--- src/rtl/ir_nec_rx_param.sv ---
// NEC infrared frame receiver for the miniCar remote-control path.
// Synchronises the demodulated IR line, measures mark/space lengths in
// fixed ticks, decodes 32-bit NEC frames and repeat codes, and checks the
// inverse bytes. Repeat codes are accepted only within a time window that
// opens after a valid frame or repeat.
module ir_nec_rx_param #(
  parameter int unsigned CLK_HZ     = 100_000_000,
  parameter int unsigned TICK_NS    = 35_000,
  parameter logic        IR_ACT_LVL = 1'b1,
  parameter bit          CHECK_INV  = 1'b1,
  parameter bit          EXT_ADDR   = 1'b0,
  parameter int unsigned REPEAT_MS  = 120
) (
  input  logic        clk_in,
  input  logic        rst_n,
  input  logic        ir_in,
  output logic        frame_valid,
  output logic        repeat_valid,
  output logic [15:0] address,
  output logic [7:0]  command,
  output logic [31:0] raw_frame,
  output logic        frame_err,
  output logic        busy
);

  localparam longint unsigned DIV_L =
    (longint'(CLK_HZ) * longint'(TICK_NS)) / 64'd1_000_000_000;
  localparam longint unsigned MS_DIV_L = longint'(CLK_HZ) / 64'd1000;
  localparam logic [31:0] TICK_LAST = (DIV_L > 64'd1) ? 32'(DIV_L - 64'd1) : 32'd0;
  localparam logic [31:0] MS_LAST   = (MS_DIV_L > 64'd1) ? 32'(MS_DIV_L - 64'd1) : 32'd0;
  localparam logic [15:0] RPT_LOAD  = 16'(REPEAT_MS);
  localparam logic [8:0]  TICK_MAX  = 9'd511;

  typedef enum logic [2:0] {
    S_IDLE, S_LEAD_MARK, S_LEAD_SPACE, S_BIT_MARK, S_BIT_SPACE, S_RPT_STOP, S_DONE
  } state_t;

  state_t      state;
  logic        sync1, sync2, line_q, edge_r;
  logic        mark;
  logic [31:0] tick_pre;
  logic [8:0]  tick_cnt;
  logic [31:0] ms_pre;
  logic [15:0] ms_cnt;
  logic        win_open;
  logic [31:0] shreg;
  logic [4:0]  bit_cnt;
  logic        cmd_ok, addr_ok, inv_ok;

  // Exclusive-bound window test on a measured length in ticks.
  function automatic logic in_win(input logic [8:0] t, input logic [8:0] lo,
                                  input logic [8:0] hi);
    return (t > lo) && (t < hi);
  endfunction

  assign mark     = (line_q == IR_ACT_LVL);
  assign win_open = (ms_cnt != 16'd0);
  assign busy     = (state != S_IDLE);
  assign cmd_ok   = (shreg[31:24] == ~shreg[23:16]);
  assign addr_ok  = EXT_ADDR || (shreg[15:8] == ~shreg[7:0]);
  assign inv_ok   = !CHECK_INV || (cmd_ok && addr_ok);

  // Two-flop synchroniser, then a registered copy of the line and an edge flag.
  always_ff @(posedge clk_in) begin
    if (!rst_n) begin
      sync1  <= 1'b0;
      sync2  <= 1'b0;
      line_q <= 1'b0;
      edge_r <= 1'b0;
    end else begin
      sync1  <= ir_in;
      sync2  <= sync1;
      line_q <= sync2;
      edge_r <= sync2 ^ line_q;
    end
  end

  // Tick prescaler and saturating length counter; any edge restarts both.
  always_ff @(posedge clk_in) begin
    if (!rst_n) begin
      tick_pre <= 32'd0;
      tick_cnt <= 9'd0;
    end else if (edge_r) begin
      tick_pre <= 32'd0;
      tick_cnt <= 9'd0;
    end else if (tick_pre >= TICK_LAST) begin
      tick_pre <= 32'd0;
      if (tick_cnt != TICK_MAX) tick_cnt <= tick_cnt + 9'd1;
    end else begin
      tick_pre <= tick_pre + 32'd1;
    end
  end

  // Millisecond countdown that keeps the repeat window open after a good frame.
  always_ff @(posedge clk_in) begin
    if (!rst_n) begin
      ms_pre <= 32'd0;
      ms_cnt <= 16'd0;
    end else begin
      if (ms_pre >= MS_LAST) ms_pre <= 32'd0;
      else                   ms_pre <= ms_pre + 32'd1;
      if (frame_valid || repeat_valid)          ms_cnt <= RPT_LOAD;
      else if (frame_err)                       ms_cnt <= 16'd0;
      else if (ms_pre >= MS_LAST && win_open)   ms_cnt <= ms_cnt - 16'd1;
    end
  end

  // Frame decoder: judges each measured length at its terminating edge.
  always_ff @(posedge clk_in) begin
    if (!rst_n) begin
      state        <= S_IDLE;
      frame_valid  <= 1'b0;
      repeat_valid <= 1'b0;
      frame_err    <= 1'b0;
      address      <= 16'd0;
      command      <= 8'd0;
      raw_frame    <= 32'd0;
      shreg        <= 32'd0;
      bit_cnt      <= 5'd0;
    end else begin
      frame_valid  <= 1'b0;
      repeat_valid <= 1'b0;
      frame_err    <= 1'b0;
      if (state != S_IDLE && !edge_r && tick_cnt == TICK_MAX) begin
        frame_err <= 1'b1;
        state     <= S_IDLE;
      end else if (edge_r) begin
        case (state)
          S_IDLE: begin
            if (mark) state <= S_LEAD_MARK;
          end
          S_LEAD_MARK: begin
            if (in_win(tick_cnt, 9'd217, 9'd297)) begin
              state <= S_LEAD_SPACE;
            end else begin
              frame_err <= 1'b1;
              state     <= S_IDLE;
            end
          end
          S_LEAD_SPACE: begin
            if (in_win(tick_cnt, 9'd88, 9'd168)) begin
              bit_cnt <= 5'd0;
              state   <= S_BIT_MARK;
            end else if (in_win(tick_cnt, 9'd44, 9'd84)) begin
              state <= S_RPT_STOP;
            end else begin
              frame_err <= 1'b1;
              state     <= S_IDLE;
            end
          end
          S_BIT_MARK: begin
            if (in_win(tick_cnt, 9'd6, 9'd26)) begin
              state <= S_BIT_SPACE;
            end else begin
              frame_err <= 1'b1;
              state     <= S_IDLE;
            end
          end
          S_BIT_SPACE: begin
            if (in_win(tick_cnt, 9'd6, 9'd26) || in_win(tick_cnt, 9'd38, 9'd58)) begin
              shreg   <= {in_win(tick_cnt, 9'd38, 9'd58), shreg[31:1]};
              bit_cnt <= bit_cnt + 5'd1;
              state   <= (bit_cnt == 5'd31) ? S_DONE : S_BIT_MARK;
            end else begin
              frame_err <= 1'b1;
              state     <= S_IDLE;
            end
          end
          S_DONE: begin
            if (in_win(tick_cnt, 9'd6, 9'd26) && inv_ok) begin
              frame_valid <= 1'b1;
              address     <= EXT_ADDR ? shreg[15:0] : {8'h00, shreg[7:0]};
              command     <= shreg[23:16];
              raw_frame   <= shreg;
            end else begin
              frame_err <= 1'b1;
            end
            state <= S_IDLE;
          end
          S_RPT_STOP: begin
            if (in_win(tick_cnt, 9'd6, 9'd26)) begin
              repeat_valid <= win_open;
            end else begin
              frame_err <= 1'b1;
            end
            state <= S_IDLE;
          end
          default: state <= S_IDLE;
        endcase
      end
    end
  end

endmodule

--- config.mk ---
export PLATFORM = sky130hd
export DESIGN_NAME = ir_nec_rx_param
export DESIGN_NICKNAME = d
export VERILOG_FILES = /design/src/rtl/ir_nec_rx_param.sv
export SDC_FILE = /design/constraint.sdc
export NUM_CORES = 1
export LEC_CHECK = 0
export CORE_MARGIN = 2
export CORE_UTILIZATION = 51
export CTS_CLUSTER_SIZE = 25
export DETAILED_ROUTE_END_ITERATION = 10
export PLACE_DENSITY_LB_ADDON = 0.05
export SLEW_MARGIN = 0
export SYNTH_ARGS = -nofsm -noshare
export SYNTH_HDL_FRONTEND = slang
export SYNTH_SLANG_ARGS = --single-unit
--- constraint.sdc ---
create_clock -name clk_in -period 1.92 [get_ports clk_in]
set_input_delay 0.384 -clock clk_in [delete_from_list [all_inputs] [get_ports clk_in]]
set_output_delay 0.384 -clock clk_in [all_outputs]
set_load 0.005 [all_outputs]
# ---- Word level (Yosys, flattened, before mapping)
# Cells that the tools add are included.
dict set report word_totals {
  reg_bits 184
  in_bits 3
  output_inout_bits 60
}
dict set report classes {
  add_sub_neg 5
  magnitude_cmp 12
  n_eq_ne 14
  muxes 24
  bitwise_logic 9
  n_reduce_logical 31
}
# op n
set op_table {}
lappend op_table {{32-bit by 1-bit adder with 32-bit output (second input constant)} 2}
lappend op_table {{32-bit by 12-bit >= comparator with 1-bit output (second input constant)} 1}
lappend op_table {{32-bit by 17-bit >= comparator with 1-bit output (second input constant)} 1}
lappend op_table {{7-bit 2-to-1 mux} 3}
lappend op_table {{9-bit by 6-bit greater-than comparator with 1-bit output (second input constant)} 2}
lappend op_table {{3-bit 2-to-1 mux} 6}
lappend op_table {{8-bit == test} 2}
lappend op_table {{8-bit NOT} 2}
lappend op_table {{16-bit nonzero test} 1}
lappend op_table {{16-bit by 1-bit subtractor with 16-bit output (second input constant)} 1}
lappend op_table {{3-bit case mux with 5 select lines} 1}
lappend op_table {{1-bit logical AND} 10}
lappend op_table {{5-bit 2-to-1 mux} 2}
lappend op_table {{5-bit case mux with 2 select lines} 1}
lappend op_table {{9-bit by 1-bit adder with 9-bit output (second input constant)} 1}
lappend op_table {{3-bit == test (second input constant)} 3}
lappend op_table {{9-bit == test (second input constant)} 1}
lappend op_table {{9-bit by 3-bit greater-than comparator with 1-bit output (second input constant)} 1}
lappend op_table {{9-bit by 7-bit greater-than comparator with 1-bit output (second input constant)} 1}
lappend op_table {{9-bit by 8-bit greater-than comparator with 1-bit output (second input constant)} 1}
lappend op_table {{9-bit by 5-bit < comparator with 1-bit output (second input constant)} 1}
lappend op_table {{9-bit by 6-bit < comparator with 1-bit output (second input constant)} 1}
lappend op_table {{9-bit by 7-bit < comparator with 1-bit output (second input constant)} 1}
lappend op_table {{9-bit by 8-bit < comparator with 1-bit output (second input constant)} 1}
lappend op_table {{other kinds (24)} 48}

# ---- Longest topological paths before layout
# Gate-level depths: netlist (run 1).
dict set report logic_depth {
  ltp_word 8
  ltp_mapped 9
  mapped_depth_nobuf 9
}

# ---- Least setup slack after synthesis (run 1)
# Ideal clock, no wire load.
dict set report synth_timing {
  path_type {reg-to-reg}
  startpoint {register ms_cnt[8]}
  endpoint {register ms_cnt[15]}
  setup_ns 0.128
  t_arrival_ns 1.970
  t_required_ns 1.792
  slack_ns -0.177
  stages_incl_launch_ff 7
  n_path_buf 0
  cell_sequence {dfxtp_1 -> or4_4 -> or4_4 -> or3_1 -> nor4_2 -> xnor2_1 -> nor2_1}
}
dict set report synth_via {
  elab_chain_cells 2
}
# item line
set synth_rtl {}
lappend synth_rtl {{from (decl)} 44} ;# logic [15:0] ms_cnt;
lappend synth_rtl {{from (signal assigned)} 104} ;# else if (ms_pre >= MS_LAST && win_open) ms_cnt <= ms_cnt - 16'd1;
lappend synth_rtl {{parallel branches: the longest is 2 deep, another holds 16-bit by 1-bit subtractor with 16-bit output} --}
# Several ways; the timed one is not identified.
# A chain may end at the register's enable or synchronous reset.

# ---- Worst setup path after layout (run 1)
dict set report layout_timing {
  startpoint {register ms_cnt[8]}
  endpoint {register ms_cnt[5]}
}
dict set report layout_via {
  elab_chain_cells 3
}
# item line
set layout_rtl {}
lappend layout_rtl {{16-bit nonzero test} 57} ;# assign win_open = (ms_cnt != 16'd0);
lappend layout_rtl {{1-bit logical AND} 104}
lappend layout_rtl {{3-bit nonzero test (no line)} --}
# Every way passes these cells.

==> key figures, run 1 <==
Placed design
  • DP HPWL: 10100 um
  • Dpl cells: 1055
  • GPL Wtd Cong: 0.867
  • Placement Cell Area: 8090 sq um
  • Port Buf Inserts: 54
  • DP Worst Slack: -0.218 ns

Yosys
  • Main combinational cell family by area after synthesis: simple AND/OR/NAND/NOR gates
  • Average cell area after synthesis: 9.00 sq um
  • Post-synthesis simple-gate area fraction: 21.6%
  • Area leader, netlist: dfxtp_1
  • Yosys Warn Count: 0
  • Cell variety after synth: 57
  • Post-Synth Adder-Cell Area: 1.65%
  • Compound-Gate Fraction of Synth Area: 9.34%
  • Primary FF master, synth: dfxtp_1
  • Syn Std Cell Area: 6810 sq um
  • Most frequent cell after synthesis: dfxtp_1
  • Yosys top cell area share: 49.4%
  • Proportion of synthesized area in mux cells: 4.71%
  • Sequential area share after synthesis: 49.4%
  • Post-Synth XOR/XNOR Area: 7.72%
  • Async SR Flop Fraction: 0%
  • Synth cell count leaders: 168 x dfxtp_1, 104 x nor2_1, 95 x nand2_1
  • Syn Inst Count: 756
  • Synth top area cells: dfxtp_1 49%, nor2_1 5.7%, nand2_1 5.2%, mux2i_1 4.7%, xor2_1 4.1%
  • Flops & latches, synth: 168
  • Number of synthesized flops with an enable pin: 0

Routing
  • Vias: 5549
  • DRT antenna net count: 0
  • Drt wl/cell: 13.9 um
  • Vias per cell: 5.07
  • WL final: 15200 um
  • Drt first pass iters: 4
  • Drt drc: 0
  • DR iter-0 viols: 276

Finish
  • Share of layout cells above drive strength 1: 19.7%
  • Fin area: 9020 sq um
  • Ant diodes: 0
  • Final std cells w/o fill: 1094
  • Fin nets: 917
  • Layout Utilization: 68.7%
  • Area grow syn2layout: 32.5%

Run
  • Max-Cap Viols: 0

GRT
  • First-pass GRT wire length: 24400 um
  • Vias in the first global route: 5216
  • Total global-route track usage: 21.0%
  • Total grt overflow: 0
  • Initial antenna violation count: 0
  • Largest net degree at the start of global routing: 36

CTS
  • Num CTS Buffers: 17
  • Root buf cell: clkbuf_16
  • Clock tree buffer depth: 2
  • CTS tree: yes
  • H-tree depth: 4
  • CTS clk-pin slew, worst paths: 0.06 ns
  • TritonCTS Sinks: 168
  • Post-CTS Hold Fix Bufs: 0
  • Skew-Pair Late Insertion Delay: 0.42 ns

Floorplan
  • Initial Utilization: 51.8%
  • Die Span Y: 120 um
  • Num rows: 42
  • Die X: 120 um
  • Core area: 13100 sq um
  • Die Area: 14300 sq um
  • # IOs: 63

Run status
  • Run status: complete, but fails checks
  • Failing checks: setup timing

Power
  • Int Power: 6.21 mW
  • Pwr dens: 927 nW/um^2
  • Clock Power Share: 40.3%
  • Comb pwr share: 14.9%
  • Register share of total power: 44.8%
  • P_leak: 3.48 nW
  • Total power: 8.36 mW
  • Switching power: 2.15 mW
  • Net Sw Frac: 25.8%
  • Max VDD drop: 0.000907 V

STA
  • Achievable Freq: 0.477 GHz
  • RSZ-0062 raised after global routing: true
  • Hold slack: 0.455 ns
  • Clk_skew: 0.00721 ns
  • Post-route setup TNS: -2.16 ns
  • Hold violation count in the final report: 0
  • Final worst slack: -0.178 ns
  • Setup-failing EPs final: 28
  • Fin crit share: 109%
  • Max Slew Vio Count: 0
  • Fin crit period: 2.10 ns

Worst setup path
  • RR Startpoint: ms_cnt[8]$_SDFFE_PP0N_
  • Reg2reg setup slack: -0.18 ns
  • Critical path launch point type: flop
  • Critical Path End: ms_cnt[5]$_SDFFE_PN0P_
  • CP required: 2.21 ns
  • Crit end category: flop
  • Crit path from: ms_cnt[8]$_SDFFE_PP0N_
  • Worst reg2reg endpoint: ms_cnt[5]$_SDFFE_PN0P_
  • Worst Path Max Fanout: 7
  • WS Path Type: flop to flop
  • Arrival @ worst endpoint: 2.39 ns
  • R2R depth: 7

Worst hold path
  • Worst hold path type: flop to flop
  • Hold-critical path depth: 1
## flip-flops by register name, indices dropped and copies added (netlist names)
signal and count:
tick_cnt 9, shreg 32, sync1 1, state 3, frame_err 1, repeat_valid 1, bit_cnt 5, tick_pre 32
command 7, sync2 1, frame_valid 1, ms_cnt 16, ms_pre 32, line_q 1, edge_r 1, raw_frame 25
## routing by layer
metal / track usage, % / vias up / wire (um) / share of wire (%)
met5: 0 / - / 0 / 0
met4: 7.35 / 0 / 205 / 1.3
met3: 4.37 / 14 / 609 / 4.0
met2: 35.6 / 123 / 7550 / 50
met1: 26.5 / 2612 / 6830 / 45
li1: - / 2800 / - / -
## critical path: stages (launching register included)
cell	delay, ns
dfxtp_1	0.31
or4_4	0.53
or4_4	0.45
nor2_2	0.19
buf_4	0.18
nor3_1	0.06
xnor2_1	0.15
o21ai_0	0.08
## power by group through the flow
stage          Combinational [mW]  Sequential (mW)  Clock [mW]
2_1_floorplan               0.810             3.80           0
4_1_cts                      1.24             3.74        3.45
5_1_grt                      1.38             3.76        3.59
6_report                     1.25             3.74        3.37
3_5_place_dp                 1.18             3.81           0
3_3_place_gp                 1.13             3.80           0
## timing repair
| item | in CTS | in global routing |
|---|---|---|
| buffers inserted | 2 | 2 |
| resized for setup | 19 | 42 |
| pin swaps | 9 | 16 |
| cloned | 1 | 2 |
| setup endpoints to repair | 57 | 82 |
## kinds of logic after synthesis
family / after synthesis
adder cells (fa/ha/maj): 9
buffers and inverters: 75
flip-flops: 168
multiplexers: 32
AO/OA/AOI/OAI: 96
AND/OR/NAND/NOR: 315
other: 1
XOR/XNOR: 60
## area by class of cell
| class | instances | area [sq um] |
|---|---|---|
| clock buffer | 17 | 425 |
| clock inverter | 15 | 161 |
| fill | 1073 | 4120 |
| inverter | 14 | 52.6 |
| multi-input combinational | 555 | 3420 |
| sequential | 168 | 3390 |
| tap | 176 | 220 |
| timing repair buffer | 149 | 1350 |
## cell usage in the layout (no fill, tap or decap), types with 4 or more instances in the layout
cell type        Yosys  routed
dfxtp_1            168     148
nor2_1             104     103
nand2_1             95      95
buf_4               25      88
clkdlybuf4s50_1      0      53
conb_1               1      43
mux2i_1             32      31
nand3_1             29      29
xor2_1              32      29
xnor2_1             28      28
a21oi_1             26      24
clkbuf_16            0      19
dfxtp_2              0      18
o21ai_0             18      17
a21boi_0            16      16
nand4_1             14      14
inv_1               13      13
nor4_1              18      13
and3_1              10       9
nor3_1              11       9
ha_1                 9       8
inv_6                0       7
nand2b_1             5       5
or3_1                6       5
a211oi_1             7       4
clkinvlp_4           0       4
## how the worst min path moves through the flow
stage / to / start
CTS: sync2$_SDFF_PN0_ / sync1$_SDFF_PN0_
floorplan: sync2$_SDFF_PN0_ / sync1$_SDFF_PN0_
global route: sync2$_SDFF_PN0_ / sync1$_SDFF_PN0_
finish: sync2$_SDFF_PN0_ / sync1$_SDFF_PN0_
global placement: sync2$_SDFF_PN0_ / sync1$_SDFF_PN0_
detailed placement: sync2$_SDFF_PN0_ / sync1$_SDFF_PN0_
Note: power is estimated with default switching activity, not from simulation.
==> inputs of run 2 (changes only) <==
--- a/config.mk
+++ b/config.mk
@@ -6,7 +6,7 @@
 export NUM_CORES = 1
 export LEC_CHECK = 0
 export CORE_MARGIN = 2
-export CORE_UTILIZATION = 51
+export CORE_UTILIZATION = 57
 export CTS_CLUSTER_SIZE = 25
 export DETAILED_ROUTE_END_ITERATION = 10
 export PLACE_DENSITY_LB_ADDON = 0.05
==> constraint.sdc (replaced) <==
create_clock -name clk_in -period 2.4 [get_ports clk_in]
set_input_delay 0.48 -clock clk_in [delete_from_list [all_inputs] [get_ports clk_in]]
set_output_delay 0.48 -clock clk_in [all_outputs]
set_load 0.005 [all_outputs]
==> run 2 against run 1 <==
  * The run now ends clean
  * Critical path depth increased by 1
  * Register-to-register slack gained 0.36 ns
  * Routed wire length is 13% lower
  * Clock power decreased by 21%
  * Design area down 10%
  * Sequential power down 20%
  * Maximum frequency fell by 5.4%
  * Core utilization up 1.7 points
  * First-iteration DRC count increased by 33%
  * Global-route usage rose by 0.58 points
  * Sequential share of layout area grew 3.9 points
  * Largest cell class is now flip-flops and latches
==> key figures, run 2 (synthesized netlist as in run 1, its figures left out) <==
Run status
  • Run status: finished, final reports clean

CTS
  • Skew-Pair Late Insertion Delay: 0.42 ns (about the same)
  • Clock tree buffer depth: 2 (unchanged)
  • CTS clk-pin slew, worst paths: 0.06 ns (about the same)
  • Setup Buffers After CTS: 0 (-2)
  • Root buf cell: clkbuf_16
  • Post-CTS Hold Fix Bufs: 0 (unchanged)
  • Num CTS Buffers: 17 (unchanged)
  • H-tree depth: 4 (unchanged)
  • TritonCTS Sinks: 168 (unchanged)
  • CTS tree: yes

Floorplan
  • Die Span Y: 113 um (-5.2%)
  • Initial Utilization: 59.1% (+7.3 points)
  • Num rows: 39 (-7.1%)
  • Core area: 11500 sq um (-12%)
  • # IOs: 63 (unchanged)
  • Die Area: 12800 sq um (-10%)
  • Die X: 113 um (-5.2%)

GRT
  • Largest net degree at the start of global routing: 52 (+44%)
  • Total grt overflow: 0 (unchanged)
  • Total global-route track usage: 21.6% (+0.58 points)
  • First-pass GRT wire length: 22600 um (-7.4%)
  • Initial antenna violation count: 0 (unchanged)
  • Vias in the first global route: 4955 (-5.0%)

Placed design
  • GPL Wtd Cong: 0.867 (about the same)
  • Placement Cell Area: 7510 sq um (-7.1%)
  • DP Worst Slack: 0.144 ns (+0.362 ns)
  • Dpl cells: 953 (-9.7%)
  • Port Buf Inserts: 54 (unchanged)
  • DP HPWL: 9330 um (-7.8%)

STA
  • Slew HR: 57.9%
  • Post-route setup TNS: 0 ns (+2.16 ns)
  • Clk_skew: 0.00689 ns (-0.000317 ns)
  • Setup-failing EPs final: 0 (-100%)
  • Max Slew Vio Count: 0 (unchanged)
  • Hold slack: 0.447 ns (-0.00824 ns)
  • Final worst slack: 0.182 ns (+0.360 ns)
  • Worst Tran Pin Value: 0.623 ns
  • Fin crit share: 92.4% (-17 points)
  • RSZ-0062 raised after global routing: false
  • Hold violation count in the final report: 0 (unchanged)
  • Fin crit period: 2.22 ns (+0.120 ns)
  • Achievable Freq: 0.451 GHz (-5.4%)

Run
  • Max-Cap Viols: 0 (unchanged)

Routing
  • Met2 wire length: 6540 um (-13%)
  • DR iter-0 viols: 368 (+33%)
  • Vias: 5291 (-4.6%)
  • DR top layer: met4
  • DRT antenna net count: 0 (unchanged)
  • Drt drc: 0 (unchanged)
  • Routed metal-1 wirelength: 6070 um (-11%)
  • WL final: 13300 um (-13%)
  • Drt first pass iters: 5 (+1)
  • Met3 wire len: 481 um (-21%)
  • Drt wl/cell: 13.5 um (-2.9%)
  • Vias per cell: 5.38 (+6.1%)

Finish
  • Area grow syn2layout: 19.0%
  • Leading cell types in the layout, fill and taps excluded: 168 x dfxtp_1, 104 x nor2_1, 95 x nand2_1
  • Share of layout cells above drive strength 1: 6.79% (-13 points)
  • Most common cell after layout, fill and taps aside: dfxtp_1
  • Biggest regs: ms_pre x32, shreg x32, tick_pre x32
  • Fin nets: 841 (-8.3%)
  • Layout Utilization: 70.3% (+1.7 points)
  • Final std cells w/o fill: 983 (-10%)
  • Fin area: 8100 sq um (-10%)
  • Ant diodes: 0 (unchanged)

Power
  • P_leak: 3.00 nW (-14%)
  • Total power: 6.45 mW (-23%)
  • Pwr dens: 796 nW/um^2 (-14%)
  • Max VDD drop: 0.000682 V (-25%)

Worst setup path
  • WS Path Type: flop to flop
  • Critical path launch point type: flop
  • CP required: 2.70 ns (+0.49 ns)
  • Crit end category: flop
  • Arrival @ worst endpoint: 2.52 ns (+0.13 ns)
  • Worst Path Max Fanout: 8 (+1)

Worst hold path
  • Worst hold path type: flop to flop
-- run 2: per-layer routing --
layer  up-vias  global-route usage [%]
li1       2652                       -
met1      2510                    27.0
met2       112                    36.3
met3        17                    5.52
met4         0                    7.48
met5         -                       0
-- run 2: layout make-up --
class                           count  area [sq um]
Fill cell                         925          3420
Sequential cell                   168          3360
Multi-Input combinational cell    555          3230
Timing Repair Buffer               73           696
Clock buffer                       21           450
Tap cell                          143           179
Clock inverter                      9           126
Inverter                           14          52.6
-- run 2: final timing paths --
path	startpoint	cells past startpoint	end	slack [ns]
worst max register to register	tick_cnt[1]$_SDFFE_PP0P_	8	bit_cnt[1]$_SDFFE_PN0P_	0.18
worst min-delay path	sync1$_SDFF_PN0_	1	sync2$_SDFF_PN0_	0.45
worst min register to register	sync1$_SDFF_PN0_	1	sync2$_SDFF_PN0_	0.45
worst max-delay path	tick_cnt[1]$_SDFFE_PP0P_	8	bit_cnt[1]$_SDFFE_PN0P_	0.18
-- run 2: timing repair --
action / CTS / global route
endpoints found under the setup margin: 0 / 4
hold endpoints to repair: 0 / 0
resized for setup: 0 / 2
-- run 2: where the power goes --
| part | total (mW) | internal (mW) | switching [mW] |
|---|---|---|---|
| Sequential | 3.01 | 2.91 | 0.0941 |
| Combinational | 0.773 | 0.360 | 0.414 |
| Clock | 2.67 | 1.65 | 1.02 |
-- run 2: worst max-delay path, stage by stage (launching register included) --
cell and delay [ns]:
dfxtp_1 0.47, inv_1 0.13, ha_1 0.20, nand2b_1 0.08, a31oi_1 0.09, o41ai_1 0.54
a22o_1 0.30, and2_1 0.19, o21ai_0 0.10
==> inputs of run 3 (changes only) <==
--- a/config.mk
+++ b/config.mk
@@ -5,12 +5,13 @@
 export SDC_FILE = /design/constraint.sdc
 export NUM_CORES = 1
 export LEC_CHECK = 0
+export ABC_AREA = 1
 export CORE_MARGIN = 2
 export CORE_UTILIZATION = 57
 export CTS_CLUSTER_SIZE = 25
 export DETAILED_ROUTE_END_ITERATION = 10
 export PLACE_DENSITY_LB_ADDON = 0.05
-export SLEW_MARGIN = 0
+export SLEW_MARGIN = 20
 export SYNTH_ARGS = -nofsm -noshare
 export SYNTH_HDL_FRONTEND = slang
 export SYNTH_SLANG_ARGS = --single-unit
==> run 3 against run 2 <==
  * Global-route usage is 0.077 points lower
  * Critical path depth is 3 lower
  * Clock power grew 3%
  * Design area increased by 3.2%
  * Worst hold slack got worse by 0.13 ns
  * Cell count increased by 20%
  * Synthesized area increased by 4.0%
==> key figures, run 3 <==
Yosys
  • Flops & latches, synth: 168 (unchanged)
  • Yosys top cell area share: 47.5% (-1.9 points)
  • Syn Inst Count: 922 (+22%)
  • Cell variety after synth: 38 (-33%)
  • Yosys Warn Count: 0 (unchanged)
  • Most frequent cell after synthesis: nand2_1
  • Syn Std Cell Area: 7080 sq um (+4.0%)
  • Sequential area share after synthesis: 47.5% (-1.9 points)
  • Async SR Flop Fraction: 0% (unchanged)
  • Synth top area cells: dfxtp_1 47%, nand2_1 9.0%, a21oi_1 6.9%, inv_1 5.1%, nor2_1 4.9%
  • Area leader, netlist: dfxtp_1
  • Synth cell count leaders: 169 x nand2_1, 168 x dfxtp_1, 98 x a21oi_1
  • Number of synthesized flops with an enable pin: 0 (unchanged)
  • Average cell area after synthesis: 7.68 sq um (-15%)
  • Primary FF master, synth: dfxtp_1

Floorplan
  • # IOs: 63 (unchanged)
  • Die X: 115 um (+1.9%)
  • Initial Utilization: 58.7% (-0.41 points)
  • Die Area: 13300 sq um (+3.9%)
  • Num rows: 40 (+2.6%)
  • Die Span Y: 115 um (+1.9%)
  • Core area: 12100 sq um (+4.7%)

Placed design
  • Port Buf Inserts: 54 (unchanged)
  • DP HPWL: 9250 um (-0.95%)
  • GPL Wtd Cong: 0.912 (+5.1%)
  • Dpl cells: 1144 (+20%)

CTS
  • H-tree depth: 4 (unchanged)
  • CTS tree: yes
  • Num CTS Buffers: 17 (unchanged)
  • TritonCTS Sinks: 168 (unchanged)
  • CTS clk-pin slew, worst paths: 0.07 ns (about the same)
  • Skew-Pair Late Insertion Delay: 0.44 ns (+0.02 ns)
  • Post-CTS Hold Fix Bufs: 0 (unchanged)
  • Clock tree buffer depth: 2 (unchanged)
  • Post-CTS Resized: 0 (unchanged)
  • Setup Buffers After CTS: 0 (unchanged)
  • Root buf cell: clkbuf_16

Routing
  • Drt wl/cell: 11.5 um (-15%)
  • Vias: 5651 (+6.8%)
  • Drt drc: 0 (unchanged)
  • DRT antenna net count: 0 (unchanged)
  • DR iter-0 viols: 386 (+4.9%)
  • Vias per cell: 4.81 (-11%)
  • WL final: 13500 um (+1.8%)
  • Drt first pass iters: 5 (unchanged)

Finish
  • Fin nets: 1007 (+20%)
  • Filler instances: 1006 (+8.8%)
  • FF+latch area: 3360 sq um (unchanged)
  • Share of layout cells above drive strength 1: 6.65% (-0.14 points)
  • Final std cells w/o fill: 1176 (+20%)
  • Most common cell after layout, fill and taps aside: nand2_1
  • Area of the multi-input gates: 3130 sq um (-3.1%)
  • Leading cell types in the layout, fill and taps excluded: 169 x nand2_1, 168 x dfxtp_1, 98 x a21oi_1
  • Ant diodes: 0 (unchanged)
  • Biggest regs: ms_pre x32, shreg x32, tick_pre x32
  • Area grow syn2layout: 18.0%

Worst setup path
  • CP max-delay cell: clkdlybuf4s50_1
  • R2R depth: 11 (+3)
  • Crit-path cells: inv_1 > nand2_1 > nor2_1 > inv_1 > clkdlybuf4s50_1
  • CP bufs+invs: 3 (+2)
  • Worst Path Max Fanout: 4 (-4)
  • Slowest stage delay, CP: 0.54 ns (about the same)
  • CP required: 1.92 ns (-0.78 ns)
  • Critical path launch point type: flop
  • WS Path Type: flop to output port
  • Arrival @ worst endpoint: 1.74 ns (-0.78 ns)
  • Crit path max-delay family: buffers and inverters
  • Worst path depth: 5 (-3)
  • Crit-path most repeated cell: inv_1
  • Crit end category: output port

STA
  • Fin crit period: 2.22 ns (+0.000651 ns)
  • Fin crit share: 92.4% (about the same)
  • Slew HR: 59.2% (+1.2 points)
  • Setup-failing EPs final: 0 (unchanged)
  • Post-route setup TNS: 0 ns (unchanged)
  • Achievable Freq: 0.451 GHz (about the same)
  • Max Slew Vio Count: 0 (unchanged)
  • Worst Tran Pin Value: 0.612 ns (-0.0105 ns)
  • RSZ-0062 raised after global routing: false
  • Clk_skew: 0.00905 ns (+0.00216 ns)
  • Hold violation count in the final report: 0 (unchanged)

GRT
  • GRT busiest layer: met2
  • Global-route track usage on met3: 5.54% (+0.027 points)
  • Initial antenna violation count: 0 (unchanged)
  • Met1 Use GR: 29.1% (+2.1 points)
  • Total global-route track usage: 21.5% (-0.077 points)
  • Total grt overflow: 0 (unchanged)
  • Vias in the first global route: 5067 (+2.3%)
  • Met2 Use GR: 32.9% (-3.3 points)
  • First-pass GRT wire length: 22800 um (+1.1%)
  • Largest net degree at the start of global routing: 75 (+44%)

Run
  • Max-Cap Viols: 0 (unchanged)

Run status
  • Run status: finished, final reports clean

Power
  • Max VDD drop: 0.000526 V (-23%)
  • P_leak: 3.49 nW (+16%)
  • Pwr dens: 680 nW/um^2 (-15%)

Worst hold path
  • Hold-critical path depth: 3 (+2)
  • Worst hold path type: input pin to flop
## run 3: changes by cell type in the layout (fill, tap and decap cells not counted), moves of 15 or more
cell	before	now
inv_1	13	97
nand2_1	95	169
a21oi_1	25	98
o21ai_0	18	51
mux2i_1	32	0
o21ai_1	0	31
xnor2_1	28	6
a21boi_0	16	0
nand3_1	29	44
## run 3: power breakdown
part           internal [mW]  total [mW]  switching [mW]
logic                 0.0240      0.0815          0.0575
clock network           1.52        2.76            1.24
registers               2.83        2.84          0.0162
total                   4.36        5.68            1.32
## run 3: cells by family after synthesis
kind of cell | count (synthesis) | synth area share, %
buffers and inverters | 157 | 10.5
AOI/OAI and AO/OA | 186 | 13.3
other | 1 | 0.0530
and+or+nand+nor | 370 | 23.2
xor gates and xnor gates | 31 | 3.83
DFF | 168 | 47.5
adders and majority gates | 9 | 1.59
## run 3: per-layer routing
| layer | wire, um | share of wire, % |
|---|---|---|
| met1 | 6840 | 51 |
| met2 | 5840 | 43 |
| met3 | 575 | 4.3 |
| met4 | 243 | 1.8 |
| met5 | 0 | 0 |
## run 3: worst register-to-register path: stages (launching register included)
cell	delay [ns]
dfxtp_1	0.47
nand2_1	0.11
inv_2	0.06
nand2_1	0.11
nand2_1	0.11
nand2_2	0.09
nor2_4	0.17
nand3_4	0.13
nor2_8	0.31
buf_4	0.25
o21ai_1	0.08
a21oi_1	0.15
## run 3: worst paths after layout
| path | start | to | slack [ns] |
|---|---|---|---|
| hold reg to reg | sync1$_SDFF_PN0_ | sync2$_SDFF_PN0_ | 0.42 |
| setup / recovery | state[1]$_SDFFE_PP0P_ | busy | 0.18 |
| setup reg to reg | tick_cnt[2]$_SDFFE_PP0P_ | raw_frame[13]$_SDFFE_PN0P_ | 0.31 |
| hold / removal | rst_n | ms_cnt[6]$_SDFFE_PN0P_ | 0.32 |
## run 3: metrics by stage
| step | total power, mW | utilization [%] | worst slack, ns | hold WS, ns | area, sq um |
|---|---|---|---|---|---|
| floorplan | 2.98 | - | 0.656 | 0.390 | 7240 |
| global placement | 2.99 | 64.2 | 0.325 | 0.416 | 7740 |
| detailed placement | 2.99 | 64.2 | 0.343 | 0.411 | 7740 |
| CTS | 5.73 | 69.3 | 0.164 | 0.309 | 8360 |
| global route | 5.86 | 69.3 | 0.0835 | 0.346 | 8360 |
| finish | 5.68 | 69.3 | 0.182 | 0.320 | 8360 |
## run 3: area by class of cell
type	count	area share (%)
Sequential cell	168	40.2
Multi-Input combinational cell	639	37.5
Inverter	103	4.63
Timing Repair Buffer	66	7.79
Clock inverter	14	2.10
Tap cell	168	2.52
Clock buffer	18	5.26
